**src/rtl/writeback_buffer_v.sv**
```systemverilog
// writeback_buffer_v: per-lane writeback FIFO between the vector ALU and the
// lane register file write port. It queues ALU results, drains them when the
// write port is granted, and exposes the newest accepted result as a bypass.
module writeback_buffer_v #(
  parameter int WIDTH_DATA  = 32,
  parameter int WIDTH_INDEX = 8,
  parameter int DEPTH       = 4,
  parameter int LANE_ID     = 0
) (
  input  logic                     clock,
  input  logic                     reset,
  input  logic                     I_Flush,
  input  logic                     I_Valid,
  input  logic [WIDTH_INDEX-1:0]   I_DstIdx,
  input  logic [WIDTH_DATA-1:0]    I_Data,
  output logic                     O_Stall,
  input  logic                     I_RF_Ready,
  output logic                     O_RF_We,
  output logic [WIDTH_INDEX-1:0]   O_RF_Idx,
  output logic [WIDTH_DATA-1:0]    O_RF_Data,
  output logic                     O_WB_Valid,
  output logic [WIDTH_INDEX-1:0]   O_WB_DstIdx,
  output logic [WIDTH_DATA-1:0]    O_WB_Data,
  output logic [$clog2(DEPTH):0]   O_Count,
  output logic                     O_Overflow
);

  localparam int PTR_W = $clog2(DEPTH);
  localparam int CNT_W = PTR_W + 1;

  // Pointers wrap by natural overflow, so the depth must be a power of two.
  generate
    if (DEPTH < 2 || (DEPTH & (DEPTH - 1)) != 0 || LANE_ID < 0) begin : g_bad_param
      $error("writeback_buffer_v: DEPTH must be a power of two >= 2 and LANE_ID >= 0");
    end
  endgenerate

  logic [WIDTH_INDEX-1:0] idx_mem  [DEPTH];
  logic [WIDTH_DATA-1:0]  data_mem [DEPTH];

  logic [PTR_W-1:0] wr_ptr_reg;
  logic [PTR_W-1:0] rd_ptr_reg;
  logic [CNT_W-1:0] count_reg;

  logic                   wb_valid_reg;
  logic [WIDTH_INDEX-1:0] wb_idx_reg;
  logic [WIDTH_DATA-1:0]  wb_data_reg;
  logic                   overflow_reg;

  logic full;
  logic empty;
  logic enq;
  logic deq;

  // Full/empty come only from registered count; flush suppresses both
  // transfers, and a full buffer refuses input even while it drains.
  assign full  = (count_reg == CNT_W'(DEPTH));
  assign empty = (count_reg == '0);
  assign enq   = I_Valid & ~full & ~I_Flush;
  assign deq   = ~empty & I_RF_Ready & ~I_Flush;

  assign O_Stall    = full;
  assign O_Count    = count_reg;
  assign O_RF_We    = deq;
  assign O_RF_Idx   = empty ? '1 : idx_mem[rd_ptr_reg];
  assign O_RF_Data  = empty ? '0 : data_mem[rd_ptr_reg];
  assign O_WB_Valid  = wb_valid_reg;
  assign O_WB_DstIdx = wb_idx_reg;
  assign O_WB_Data   = wb_data_reg;
  assign O_Overflow  = overflow_reg;

  // Storage array: written on enqueue; contents are don't-care while empty.
  always_ff @(posedge clock) begin
    if (enq) begin
      idx_mem[wr_ptr_reg]  <= I_DstIdx;
      data_mem[wr_ptr_reg] <= I_Data;
    end
  end

  // Pointer and occupancy bookkeeping; flush empties the buffer.
  always_ff @(posedge clock or posedge reset) begin
    if (reset) begin
      wr_ptr_reg <= '0;
      rd_ptr_reg <= '0;
      count_reg  <= '0;
    end else if (I_Flush) begin
      wr_ptr_reg <= '0;
      rd_ptr_reg <= '0;
      count_reg  <= '0;
    end else begin
      if (enq) wr_ptr_reg <= wr_ptr_reg + PTR_W'(1);
      if (deq) rd_ptr_reg <= rd_ptr_reg + PTR_W'(1);
      case ({enq, deq})
        2'b10:   count_reg <= count_reg + CNT_W'(1);
        2'b01:   count_reg <= count_reg - CNT_W'(1);
        default: count_reg <= count_reg;
      endcase
    end
  end

  // Bypass tracks the newest accepted result; it is dropped once that entry
  // leaves the buffer with nothing newer arriving. Invalid index is all-ones
  // so it can never match a real source operand.
  always_ff @(posedge clock or posedge reset) begin
    if (reset) begin
      wb_valid_reg <= 1'b0;
      wb_idx_reg   <= '1;
      wb_data_reg  <= '0;
    end else if (I_Flush) begin
      wb_valid_reg <= 1'b0;
      wb_idx_reg   <= '1;
      wb_data_reg  <= '0;
    end else if (enq) begin
      wb_valid_reg <= 1'b1;
      wb_idx_reg   <= I_DstIdx;
      wb_data_reg  <= I_Data;
    end else if (deq && count_reg == CNT_W'(1)) begin
      wb_valid_reg <= 1'b0;
      wb_idx_reg   <= '1;
      wb_data_reg  <= '0;
    end
  end

  // Sticky overflow: a result was offered while full. Survives flush.
  always_ff @(posedge clock or posedge reset) begin
    if (reset) begin
      overflow_reg <= 1'b0;
    end else if (I_Valid && full) begin
      overflow_reg <= 1'b1;
    end
  end

endmodule

```
**config.mk**
```make
export PLATFORM = sky130hd
export DESIGN_NAME = writeback_buffer_v
export DESIGN_NICKNAME = d
export VERILOG_FILES = /design/src/rtl/writeback_buffer_v.sv
export SDC_FILE = /design/constraint.sdc
export NUM_CORES = 1
export LEC_CHECK = 0
export ABC_AREA = 1
export BUFFER_PORTS_ARGS = -buffer_cell sky130_fd_sc_hd__buf_2
export CORE_ASPECT_RATIO = 0.75
export CORE_MARGIN = 2
export CORE_UTILIZATION = 56
export CTS_CLUSTER_SIZE = 30
export DETAILED_ROUTE_END_ITERATION = 10
export GPL_ROUTABILITY_DRIVEN = 0
export GPL_TIMING_DRIVEN = 0
export PLACE_DENSITY = 0.79
export SLEW_MARGIN = 20
export SYNTH_ARGS = -nofsm -noshare
export SYNTH_HDL_FRONTEND = slang
export SYNTH_SLANG_ARGS = --single-unit
export TNS_END_PERCENT = 5
```
**constraint.sdc**
```tcl
create_clock -name clock -period 4.4 [get_ports clock]
set_input_delay 0.22 -clock clock [delete_from_list [all_inputs] [get_ports clock]]
set_output_delay 0.22 -clock clock [all_outputs]
set_load 0.05 [all_outputs]
```
==> run_results.csv, run 1 <==
group,metric,value,unit
logic_synthesis,synth_cells,732,
placement,dp_cells,1072,
hold_path,hold_class,"in -> reg",
placement,hpwl,12.9,mm
timing,worst_slew_pin_slew,0.776,ns
clocking,cts_tree,"yes",
global_route,antenna_found_initial,0,
finish,largest_reg_flops,128,
placement,placed_cell_area,9700,sq um
timing,rsz0062_at_grt,"no",
floorplanning,fp-row-count,39,
finish,drive_gt1_frac,0.268,
timing,max_clock_freq,370,MHz
logic_synthesis,ys.warnings.count,0,
timing,finalWorstSetupSlack,1.70,ns
finish,final_cell_area,10700,sq um
drt,viasPerCell,5.41,
drt,totalWireLength,20.6,mm
finish,fillers,1042,
floorplanning,core,15200,sq um
floorplanning,ios,132,
finish,fin_cells,1147,
finish,final_cell_mix,"edfxtp_1 (160), buf_2 (138), nand2_1 (130)",
worst_setup_path,start_kind,"flip-flop",
run_status,outcome,"complete, no violations",
clocking,post_cts_buffers,0,
floorplanning,die_w,148,microns
timing,setup_viol,0,
logic_synthesis,syn_nets,785,
placement,io_buffer_count,131,
timing,fin_worst_skew,0.00459,ns
job,maxCapViolations,0,
power_and_ir_drop,power,6.69,mW
power_and_ir_drop,power_density,625,nW/um^2
worst_setup_path,endpoint_kind,"primary output",
logic_synthesis,ys_seq_area_frac,0.698,
global_route,grt_max_degree,50,
finish,max_flop_register,"data_mem",
clocking,clockBufferDepth,3,
drt,first_iter_violations,451,
drt,wl_per_cell,18.0,microns
clocking,path_clk_slew,0.06,ns
drt,first_pass_iters,5,
global_route,grt_pass1_vias,6187,
floorplanning,die_area,16500,sq um
power_and_ir_drop,vdd_drop_max,437,uV
logic_synthesis,synth_cell_type_count,32,
logic_synthesis,synth_area_per_cell,11.8,sq um
timing,fin_setup_tns,0,ns
worst_setup_path,worstPathMaxFanout,10,
logic_synthesis,ys_ff_latch,209,
worst_setup_path,critPathKind,"reg -> out",
timing,finalHoldViolations,0,
global_route,grt_pass1_wl,32.4,mm
power_and_ir_drop,p_leak,4.39,nW
worst_setup_path,worst_ep_arrival_time,2.48,ns
floorplanning,start_util,0.570,
clocking,clock_sinks,209,
finish,layout_commonest_cell,"edfxtp_1",
timing,maxSlewHeadroom,0.481,
clocking,numCtsBuffers,20,
timing,whs,0.0116,ns
logic_synthesis,synth_edf_count,160,
global_route,track_usage,0.252,
logic_synthesis,synth_flop_cell,"edfxtp_1",
clocking,root_buffer,"clkbuf_16",
timing,min_period,2.70,ns
timing,slew_viol_final,0,
global_route,grt_overflow_total,0,
finish,seq_area,6040,sq um
finish,multi_input_area,2350,sq um
finish,nNetsFinal,981,
finish,areaGrowthSynthToFinish,23.6,%
finish,diodes,0,
placement,pre_cts_ws,1.85,ns
timing,fin_crit_sh,0.614,
clocking,h-tree-depth,1,
logic_synthesis,netlist_area,8660,sq um
finish,final_util,0.705,
floorplanning,fp.dieH,112,microns
drt,postRouteAntennaNets,0,
drt,via_count,6205,
clocking,clk_latency,0.48,ns
worst_setup_path,cp_data_required_time,4.18,ns
logic_synthesis,async_flop_share,0.234,
drt,remaining_drc_errors,0,
## cell families after synthesis
kind of cell / after synthesis / share of synthesized area
flops: 209 / 0.698
xor+xnor: 2 / 0.00202
compound gates: 127 / 0.0741
buf+inv: 61 / 0.0338
fa+ha+maj: 8 / 0.0116
simple gates: 325 / 0.181
## power by group
group	switching [mW]	internal, mW	leakage, nW
combinational	2.14	0.583	2.01
sequential	0.0744	2.29	2.08
clock	0.701	0.903	0.307
## metal layers
| metal | GRT usage | up-vias | share of wire |
|---|---|---|---|
| met4 | 0.0756 | 0 | 0.024 |
| met3 | 0.0504 | 43 | 0.083 |
| li1 | - | 2902 | - |
| met2 | 0.401 | 279 | 0.47 |
| met1 | 0.359 | 2981 | 0.43 |
| met5 | 0 | - | 0 |
## critical path, cell delays in order, from the launching register on
cell,delay [ns]
dfrtp_1,0.42
inv_1,0.12
ha_1,0.26
nand2_4,0.09
inv_1,0.16
clkbuf_1,0.50
a21oi_1,0.18
buf_2,0.26
## final timing paths
check	start	slack, ns	endpoint	depth (start not counted)
max	O_Count[0]	1.70	O_RF_Data[23]	7
min	I_Data[22]	0.01	data_mem[3][22]	1
max reg2reg	O_Count[0]	1.83	data_mem[0][2]	9
min reg2reg	O_Overflow	0.47	O_Overflow	1
max in group asynchronous	reset	3.55	O_WB_Data[15]	3
min in group asynchronous	reset	0.39	O_WB_Valid	3
## layout make-up
class | count | area share
Sequential cell | 209 | 0.565
Inverter | 19 | 0.00702
Clock inverter | 11 | 0.00491
Multi-Input combinational cell | 462 | 0.220
Buffer | 42 | 0.0206
Clock buffer | 25 | 0.0524
Tap cell | 205 | 0.0240
Timing Repair Buffer | 174 | 0.107
## synthesized netlist by cell type, types with 2 or more instances
cell type / count / share of area
buf_1: 4 / 0.0017
or2_2: 2 / 0.0014
dfstp_2: 8 / 0.024
xor2_1: 2 / 0.0020
inv_1: 12 / 0.0052
inv_2: 5 / 0.0022
or2_0: 4 / 0.0029
clkbuf_1: 21 / 0.0091
edfxtp_1: 160 / 0.55
buf_4: 4 / 0.0035
nand2_4: 2 / 0.0026
nand2_1: 130 / 0.056
buf_2: 7 / 0.0040
o21ai_0: 52 / 0.030
dfrtp_1: 41 / 0.12
nand3_2: 41 / 0.047
a21oi_1: 50 / 0.029
ha_1: 8 / 0.012
o21ai_1: 23 / 0.013
nor2_1: 133 / 0.058
buf_6: 5 / 0.0065
nand3_1: 5 / 0.0029
nand2_2: 3 / 0.0022
or2_1: 2 / 0.0014
## what timing repair did
action,4_1_cts,5_1_grt
hold buffers,39,0
endpoints found under the hold margin,199,0
gates resized for setup,0,0
No activity file was read; power rests on OpenSTA's default activity.
==> run 2: changes to the inputs <==
- CORE_UTILIZATION: 56 -> 51
- PLACE_DENSITY: 0.79 -> 0.76
- clock period: 4.4 -> 2.3 ns (I/O delays scaled with it)
==> run 2 against run 1 <==
  * The flow now finishes with violations (negative setup slack)
  * Register-to-register slack got worse by 1.9 ns
  * Sequential share of layout area fell by 1.5 points
  * Power rose by 100%
  * Critical path depth rose by 2
  * Die area rose by 9.5%
  * Worst setup slack got worse by 1.7 ns
  * Design area rose by 2.8%
  * Clock-buffer cell count rose by 6
  * Global-route usage fell by 1.4 points
  * Hold slack improved by 0.27 ns
  * Combinational power rose by 100%
  * Clock skew rose by 0.0067 ns
  * Largest cell class unchanged
  * Largest power group unchanged
==> run_results.csv, run 2 (synthesis results as in run 1) <==
group,metric,value,unit
run_status,outcome,"complete, but fails checks",
run_status,violations,"negative setup slack",
worst_setup_path,crit_chain,"inv_4, ha_4, nand2_4, nand2_4, nor2_8, inv_4, buf_12, nor2_4, buf_12",
worst_setup_path,cp_top_family,"simple AND/OR/NAND/NOR gates",
job,maxCapViolations,0,
timing,finalWorstSetupSlack,-0.0414,ns
timing,max_clock_freq,427,MHz
global_route,grt_pass1_wl,32.7,mm
placement,dp_cells,1083,
floorplanning,die_w,154,microns
finish,diodes,0,
clocking,clock_sinks,209,
timing,fin_worst_skew,0.0113,ns
finish,nNetsFinal,989,
drt,first_iter_violations,622,
drt,totalWireLength,21.5,mm
placement,io_buffer_count,131,
floorplanning,ios,132,
finish,layout_commonest_cell,"edfxtp_1",
finish,largest_reg_flops,128,
finish,final_util,0.658,
timing,fin_setup_tns,-0.679,ns
floorplanning,die_area,18000,sq um
clocking,clockBufferDepth,3,
clocking,clk_latency,0.49,ns
power_and_ir_drop,power_density,1220,nW/um^2
drt,first_pass_iters,5,
worst_setup_path,start_kind,"flip-flop",
floorplanning,start_util,0.518,
timing,setup_viol,23,
finish,max_flop_register,"data_mem",
worst_setup_path,crit_slowest_cell,"nor2_4",
timing,slew_viol_final,0,
timing,maxSlewHeadroom,0.531,
worst_setup_path,worstPathMaxFanout,23,
timing,worst_slew_pin_slew,0.704,ns
finish,fin_cells,1165,
worst_setup_path,reg2reg_slack,-0.04,ns
clocking,root_buffer,"clkbuf_16",
finish,drive_gt1_frac,0.299,
worst_setup_path,critPathKind,"reg -> reg",
clocking,cts_tree,"yes",
drt,via_count,6207,
clocking,h-tree-depth,1,
global_route,track_usage,0.239,
power_and_ir_drop,p_leak,4.51,nW
power_and_ir_drop,power,13.4,mW
drt,wl_per_cell,18.4,microns
worst_setup_path,slowest_delay,0.51,ns
floorplanning,fp.dieH,117,microns
clocking,post_cts_buffers,0,
clocking,numCtsBuffers,20,
timing,rsz0062_at_grt,"yes",
worst_setup_path,worst_ep_arrival_time,2.53,ns
global_route,grt_max_degree,50,
drt,remaining_drc_errors,0,
worst_setup_path,rr_endpoint,"data_mem[0][31]",
worst_setup_path,worstReg2RegStart,"O_Count[0]",
worst_setup_path,cp_data_required_time,2.49,ns
drt,viasPerCell,5.33,
global_route,antenna_found_initial,0,
floorplanning,core,16700,sq um
placement,hpwl,13.4,mm
timing,min_period,2.34,ns
drt,postRouteAntennaNets,0,
global_route,grt_pass1_vias,5995,
power_and_ir_drop,vdd_drop_max,1370,uV
hold_path,hold_class,"in -> async",
worst_setup_path,reg2regPathDepth,9,
finish,final_cell_mix,"edfxtp_1 (160), nand2_1 (130), nor2_1 (129), buf_2 (129), o21ai_0 (51)",
worst_setup_path,critPathBufInv,4,
finish,areaGrowthSynthToFinish,27.0,%
timing,fin_crit_sh,1.02,
clocking,path_clk_slew,0.07,ns
worst_setup_path,endpoint_kind,"flip-flop",
timing,finalHoldViolations,0,
global_route,grt_overflow_total,0,
floorplanning,fp-row-count,41,
## run 2: changes by cell type in the layout (fill, tap and decap cells not counted), sizes merged
cell | previous run | this run
buf | 155 | 150
nor2 | 134 | 136
dlygate4sd3 | 39 | 44
clkbuf | 47 | 59
clkinv | 13 | 2
bufinv | 0 | 2
inv | 17 | 18
clkinvlp | 0 | 2
## run 2: per-stage QoR
stage	hold slack [ns]	area [sq um]	setup WS, ns
finish	0.285	11000	-0.0414
global route	0.358	11000	-0.136
CTS	0.312	10900	-0.0975
detailed placement	0.283	9740	-0.142
global placement	0.345	9630	-0.392
floorplan	0.214	8710	-0.0416
## run 2: layout make-up
class	instances	area (sq um)
plain buffers	42	269
repair buffers	180	1250
clock buffers	31	593
multi-input cells	464	2400
clock inverters	5	83.8
well taps	215	269
flip-flops and latches	209	6040
inverters	19	83.8
fillers	1277	5730
## run 2: worst max path at each step
stage | from | end | cells past startpoint
finish | O_Count[0] | data_mem[0][31] | 9
global placement | O_Count[0] | data_mem[2][18] | 8
detailed placement | O_Count[0] | data_mem[3][10] | 9
floorplan | O_Count[0] | data_mem[0][0] | 8
global route | O_Count[0] | data_mem[0][29] | 9
CTS | O_Count[0] | data_mem[2][2] | 9
## run 2: per-layer routing
| layer | share of wire | global-route usage | up-vias | routed length (microns) |
|---|---|---|---|---|
| met5 | 0 | 0 | - | 0 |
| met3 | 0.090 | 0.0368 | 23 | 1930 |
| met1 | 0.43 | 0.345 | 2955 | 9290 |
| met4 | 0.013 | 0.0574 | 0 | 276 |
| met2 | 0.46 | 0.390 | 304 | 9980 |
| li1 | - | - | 2925 | - |
## run 2: repair_timing
action,4_1_cts,5_1_grt
hold buffers,44,0
pin swaps,4,2
resized for setup,29,34
endpoints found under the setup margin,104,100
gates cloned,1,1
hold endpoints to repair,245,0
## run 2: power by group
group          internal, mW  total (mW)  leakage [nW]  switching, mW
Clock                  2.01        3.42         0.327           1.40
Combinational          1.32        5.45          2.11           4.13
Sequential             4.39        4.54          2.08          0.151
## run 2: worst register-to-register path: cells and delay by family, from the launching register on
family | cells | cell delay [ns]
AND/OR/NAND/NOR | 4 | 0.86
buffers and inverters | 4 | 0.57
flip-flops | 1 | 0.43
adder cells (fa/ha/maj) | 1 | 0.18
